<file path="config.mk">
export PLATFORM = sky130hd
export DESIGN_NAME = fetch_stage_flat
export DESIGN_NICKNAME = d
export VERILOG_FILES = /design/src/rtl/ppu_pkg.sv /design/src/rtl/fetch_stage_if.sv /design/src/rtl/if_id_register.sv /design/src/rtl/fetch_stage.sv /design/src/flat_wrapper.sv
export SDC_FILE = /design/constraint.sdc
export NUM_CORES = 1
export LEC_CHECK = 0
export CAP_MARGIN = 25
export CORE_ASPECT_RATIO = 1.4
export CORE_MARGIN = 2
export CORE_UTILIZATION = 46
export CTS_BUF_LIST = sky130_fd_sc_hd__clkbuf_2 sky130_fd_sc_hd__clkbuf_4 sky130_fd_sc_hd__clkbuf_8
export CTS_CLUSTER_DIAMETER = 80
export DETAILED_ROUTE_END_ITERATION = 8
export GPL_TIMING_DRIVEN = 0
export PLACE_DENSITY_LB_ADDON = 0.05
export SLEW_MARGIN = 25
export SYNTH_ARGS = -nofsm -noshare
export SYNTH_HDL_FRONTEND = slang
export SYNTH_HIERARCHICAL = 1
export SYNTH_SLANG_ARGS = --single-unit
</file>
<file path="constraint.sdc">
create_clock -name clk -period 2.5 [get_ports clk]
set_input_delay 0.375 -clock clk [delete_from_list [all_inputs] [get_ports clk]]
set_output_delay 0.375 -clock clk [all_outputs]
set_load 0.05 [all_outputs]
</file>
<file path="src/rtl/ppu_pkg.sv">
// Shared constants for the PPU pipeline.
// Imported by the fetch front end and its IF/ID register.
package ppu_pkg;
  localparam int AW_DEF      = 8;
  localparam int DW_DEF      = 32;
  localparam int INSTR_BYTES = 4;
  localparam logic [31:0] NOP_INSTR = 32'h0000_0000;
endpackage

</file>
<file path="src/rtl/fetch_stage_if.sv">
// Instruction-memory bus between fetch and imem.
// Address out, combinational instruction word back.
interface fetch_stage_if #(
  parameter int AW = 8,
  parameter int DW = 32
);
  logic [AW-1:0] imem_addr;
  logic [DW-1:0] imem_data;

  modport master (
    output imem_addr,
    input  imem_data
  );

  modport slave (
    input  imem_addr,
    output imem_data
  );
endinterface

</file>
<file path="src/rtl/if_id_register.sv">
// IF/ID pipeline register: instruction, its PC, valid.
// Flush loads a bubble; le=0 holds everything.
module if_id_register
  import ppu_pkg::*;
#(
  parameter int AW = AW_DEF,
  parameter int DW = DW_DEF
) (
  input  logic          clk,
  input  logic          reset,
  input  logic          le,
  input  logic          flush,
  input  logic [DW-1:0] instr_in,
  input  logic [AW-1:0] pc_in,
  output logic [DW-1:0] instr,
  output logic [AW-1:0] pc,
  output logic          valid
);

  logic [DW-1:0] instr_d, instr_q;
  logic [AW-1:0] pc_d, pc_q;
  logic          valid_d, valid_q;

  // Next IF/ID contents: hold on stall, bubble on flush.
  always_comb begin
    instr_d = instr_q;
    pc_d    = pc_q;
    valid_d = valid_q;
    if (le) begin
      pc_d = pc_in;
      if (flush) begin
        instr_d = DW'(NOP_INSTR);
        valid_d = 1'b0;
      end else begin
        instr_d = instr_in;
        valid_d = 1'b1;
      end
    end
  end

  // IF/ID state with synchronous reset to an empty bubble.
  always_ff @(posedge clk) begin
    if (reset) begin
      instr_q <= '0;
      pc_q    <= '0;
      valid_q <= 1'b0;
    end else begin
      instr_q <= instr_d;
      pc_q    <= pc_d;
      valid_q <= valid_d;
    end
  end

  assign instr = instr_q;
  assign pc    = pc_q;
  assign valid = valid_q;

endmodule

</file>
<file path="src/rtl/fetch_stage.sv">
// Fetch front end: PC/nPC pair, imem addressing,
// delayed-branch redirect, flush and fetch counter.
module fetch_stage
  import ppu_pkg::*;
#(
  parameter int            AW       = AW_DEF,
  parameter int            DW       = DW_DEF,
  parameter logic [AW-1:0] RESET_PC = '0
) (
  input  logic          clk,
  input  logic          reset,
  input  logic          le,
  input  logic          br_taken,
  input  logic [AW-1:0] br_target,
  input  logic          nullify,
  fetch_stage_if.master imem,
  output logic [AW-1:0] pc_out,
  output logic [AW-1:0] npc_out,
  output logic [DW-1:0] ifid_instr,
  output logic [AW-1:0] ifid_pc,
  output logic          ifid_valid,
  output logic [15:0]   fetch_count
);

  localparam logic [AW-1:0] STEP = AW'(INSTR_BYTES);

  logic [AW-1:0] pc_d, pc_q;
  logic [AW-1:0] npc_d, npc_q;
  logic [AW-1:0] tgt;
  logic [15:0]   cnt_d, cnt_q;

  assign tgt = {br_target[AW-1:2], 2'b00};

  // Next PC/nPC: sequential step or delayed-branch redirect.
  always_comb begin
    pc_d  = pc_q;
    npc_d = npc_q;
    if (le) begin
      if (br_taken) begin
        pc_d  = tgt;
        npc_d = tgt + STEP;
      end else begin
        pc_d  = npc_q;
        npc_d = npc_q + STEP;
      end
    end
  end

  // Count valid captures, sticking at all-ones.
  always_comb begin
    cnt_d = cnt_q;
    if (le && !nullify && cnt_q != 16'hFFFF) begin
      cnt_d = cnt_q + 16'd1;
    end
  end

  // PC/nPC and counter state with synchronous reset.
  always_ff @(posedge clk) begin
    if (reset) begin
      pc_q  <= RESET_PC;
      npc_q <= RESET_PC + STEP;
      cnt_q <= '0;
    end else begin
      pc_q  <= pc_d;
      npc_q <= npc_d;
      cnt_q <= cnt_d;
    end
  end

  if_id_register #(
    .AW (AW),
    .DW (DW)
  ) u_if_id (
    .clk      (clk),
    .reset    (reset),
    .le       (le),
    .flush    (nullify),
    .instr_in (imem.imem_data),
    .pc_in    (pc_q),
    .instr    (ifid_instr),
    .pc       (ifid_pc),
    .valid    (ifid_valid)
  );

  assign imem.imem_addr = pc_q;
  assign pc_out         = pc_q;
  assign npc_out        = npc_q;
  assign fetch_count    = cnt_q;

endmodule

</file>
<file path="src/flat_wrapper.sv">
// flat-port wrapper written by rule: the top's interface ports become plain ports
module fetch_stage_flat import ppu_pkg::*;
#(
  parameter int            AW       = AW_DEF,
  parameter int            DW       = DW_DEF,
  parameter logic [AW-1:0] RESET_PC = '0
)
  (clk, reset, le, br_taken, br_target, nullify, pc_out, npc_out, ifid_instr, ifid_pc, ifid_valid, fetch_count, imem_imem_addr, imem_imem_data);
  fetch_stage_if #(.AW(AW), .DW(DW)) imem_i ();
  input  logic clk;
  input  logic reset;
  input  logic le;
  input  logic br_taken;
  input  logic [AW-1:0] br_target;
  input  logic nullify;
  output logic [AW-1:0] pc_out;
  output logic [AW-1:0] npc_out;
  output logic [DW-1:0] ifid_instr;
  output logic [AW-1:0] ifid_pc;
  output logic ifid_valid;
  output logic [15:0] fetch_count;
  output wire logic [$bits(imem_i.imem_addr)-1:0] imem_imem_addr;
  input wire logic [$bits(imem_i.imem_data)-1:0] imem_imem_data;
  assign imem_imem_addr = imem_i.imem_addr;
  assign imem_i.imem_data = imem_imem_data;
  fetch_stage #(.AW(AW), .DW(DW), .RESET_PC(RESET_PC)) u_core (.clk(clk), .reset(reset), .le(le), .br_taken(br_taken), .br_target(br_target), .nullify(nullify), .imem(imem_i), .pc_out(pc_out), .npc_out(npc_out), .ifid_instr(ifid_instr), .ifid_pc(ifid_pc), .ifid_valid(ifid_valid), .fetch_count(fetch_count));
endmodule
</file>
==> flow_summary.ini <==
[synthesis]
yosys.area_share.adder = 0.007576
synth-xor-area-share = 0.007955
netlist_area_um2 = 3303
ys_seq_area_frac = 0.4182
synth_top_family_by_area = simple AND/OR/NAND/NOR gates
synth_mux_area_frac = 0.07045
synth_compound_area_frac = 0.1299
synth.distinct_cells = 49
synth_cells = 367
synth-edff-count = 0
ys.flop_type = dfxtp_1
synthSimpleGateAreaFrac = 0.2860
ys_seq_elements = 69
avgSynthCellArea_um2 = 9.000
async_flop_share = 0
yosysWarnings = 6

[final_layout]
final_cell_mix = clkdlybuf4s50_1 (116), dfxtp_1 (69), a21oi_1 (40)
fin_cells = 601
drive_gt1_frac = 0.1107
mostFrequentLayoutCell = clkdlybuf4s50_1
fin_nets = 548
area_growth_pct = 47.01
n_antenna_cell = 0

[detailed_routing]
avgViaCountPerCell = 5.166
first_iter_violations = 136
drcViolationCount = 0
firstDrtPassIters = 4
drt.antenna.violating_nets = 0
avgRoutedWirePerCell_um = 13.95
wl_um = 8381
vias = 3105

[worst_setup_path]
cp_slowest_cell = clkdlybuf4s50_1
cp-start-kind = input pin
cp_num_buf_inv = 2
crit_fanout = 10
crit_required_ns = 2.74
crit_arrival_ns = 2.37
setup.worst_path.end_class = flop
r2r_slack_ns = 0.57
path_cells = clkdlybuf4s50_1, buf_4, and2b_2, nand4_1, a211oi_1, mux2_2
critPathMaxStageDelay_ns = 0.56
path_class = input pin to flop
cp_top_family = buffers and inverters

[min_path]
hold_path.class = flop to flop

[global_route]
grt_pass1_vias = 2934
grt.overflow.total = 0
grt_usage = 0.2186
grt_max_degree = 13
antenna_found_initial = 0
grt_first_pass_wirelength_um = 13550

[sta]
min_period_over_period = 0.8545
tightest_slew_ns = 0.5349
maxSlewViolCount = 0
period_needed_ns = 2.136
setup_ws_ns = 0.3638
hold_viol_final = 0
fmax_mhz = 468.1
slew_headroom = 0.6423
setup_violations = 0
skew_ns = 0.005856
rsz0062_at_grt = no

[placed_design]
place_ws_ns = -0.006174
place.gp.congestion = 0.8631
io_buffers = 116
dp_hpwl_um = 6136
place_inst = 585

[power_and_ir_drop]
power_density_nw_per_um2 = 587.4
total_power_mw = 2.853
p_leak_nw = 1.802
irDropWorstVdd_uv = 373.4

[clock_network]
clock_latency_ns = 0.34
cts.sinks = 69
holdBufCountCts = 0
clock-root-buffer = clkbuf_8
cts-buffers-inserted = 9
post_cts_buffers = 0
cts-htree-levels = 3
ctsResizeCount = 0
path_clk_slew_ns = 0.07
cts.path.max_buffers = 2
cts_tree = done

[floorplan]
die-height_um = 104.3
core_area_um2 = 6982
core.rowCount = 36
ios = 126
die_w_um = 75.62
die_area_um2 = 7885
start_util = 0.4731

[status]
status = complete, no violations

[job]
maxCapViolCount = 0
[metrics by stage]
step	setup TNS [ns]	cell area (um^2)	hold WS, ns	utilization
after floorplan	0	3329	0.5388	-
after global placement	0	4609	0.4530	0.6602
after detailed placement	-0.006174	4609	0.4566	0.6602
after CTS	0	4856	0.4684	0.6955
after global routing	0	4856	0.4851	0.6955
final	0	4856	0.4662	0.6955
[worst min-delay path: stages (launching register included)]
cell,delay (ns)
dfxtp_1,0.31
nand2b_1,0.06
a21oi_1,0.05
[synth_stat cells (3+ instances only)]
library cell,count,area share
mux2i_1,12,0.036
a211oi_1,7,0.016
nor2_1,35,0.040
inv_1,5,0.0057
nand2_1,12,0.014
nand4_1,7,0.013
clkbuf_1,10,0.011
nand3_1,10,0.015
nor2b_1,10,0.019
nand3b_1,32,0.073
a21oi_1,40,0.061
dfxtp_1,69,0.42
nand2b_1,34,0.064
nor3_1,4,0.0061
a311oi_1,3,0.0080
o21ai_0,7,0.011
a31oi_1,3,0.0057
buf_2,4,0.0061
mux2_2,10,0.034
buf_4,13,0.030
buf_6,6,0.020
[registers in the layout (all words and copies together) (netlist names)]
register / count
u_core/u_if_id/instr: 32
u_core/u_if_id/pc: 8
u_core/fetch_count: 16
u_core/u_if_id/valid: 1
u_core/npc_out: 6
u_core/imem.imem_addr: 6
[per-layer routing]
metal  wire (um)  up-vias  part of all wire  global-route usage
met5           0        -                 0                   0
met2        4282      111              0.51              0.3783
met3         538       14             0.064             0.03585
met1        3398     1434              0.41              0.2488
met4         161        0             0.019              0.1078
li1            -     1546                 -                   -
[cell families (layout without fill, tap and decap cells)]
kind of cell / after synthesis / count (layout)
and+or+nand+nor: 159 / 159
AOI/OAI and AO/OA: 71 / 71
DFF: 69 / 69
buffers and inverters: 40 / 172
muxes: 22 / 22
xor gates and xnor gates: 3 / 3
adders and majority gates: 2 / 2
other: 1 / 8
[path summary, 6_finish.rpt]
| kind | from | end | cells past startpoint |
|---|---|---|---|
| max | le | u_core/fetch_count[9]$_SDFFE_PP0P_ | 6 |
| min | u_core/u_if_id/instr[30]$_SDFFE_PP0P_ | u_core/u_if_id/instr[30]$_SDFFE_PP0P_ | 2 |
| max reg2reg | u_core/fetch_count[3]$_SDFFE_PP0P_ | u_core/fetch_count[13]$_SDFFE_PP0P_ | 4 |
| min reg2reg | u_core/u_if_id/instr[30]$_SDFFE_PP0P_ | u_core/u_if_id/instr[30]$_SDFFE_PP0P_ | 2 |
[layout make-up]
class | count | area, um^2
tap | 95 | 118.9
multi-input combinational | 265 | 1688
buffer | 35 | 241.5
timing repair buffer | 116 | 1161
sequential | 69 | 1381
inverter | 5 | 18.77
clock buffer | 11 | 138.9
clock inverter | 5 | 107.6
fill | 590 | 2126
[power breakdown]
part	leakage, nW	internal (mW)	switching [mW]
combinational	1.11	0.233	0.332
sequential	0.563	1.14	0.0354
clock	0.125	0.691	0.420
total	1.80	2.07	0.787
Note: power is estimated with default switching activity, not from simulation.
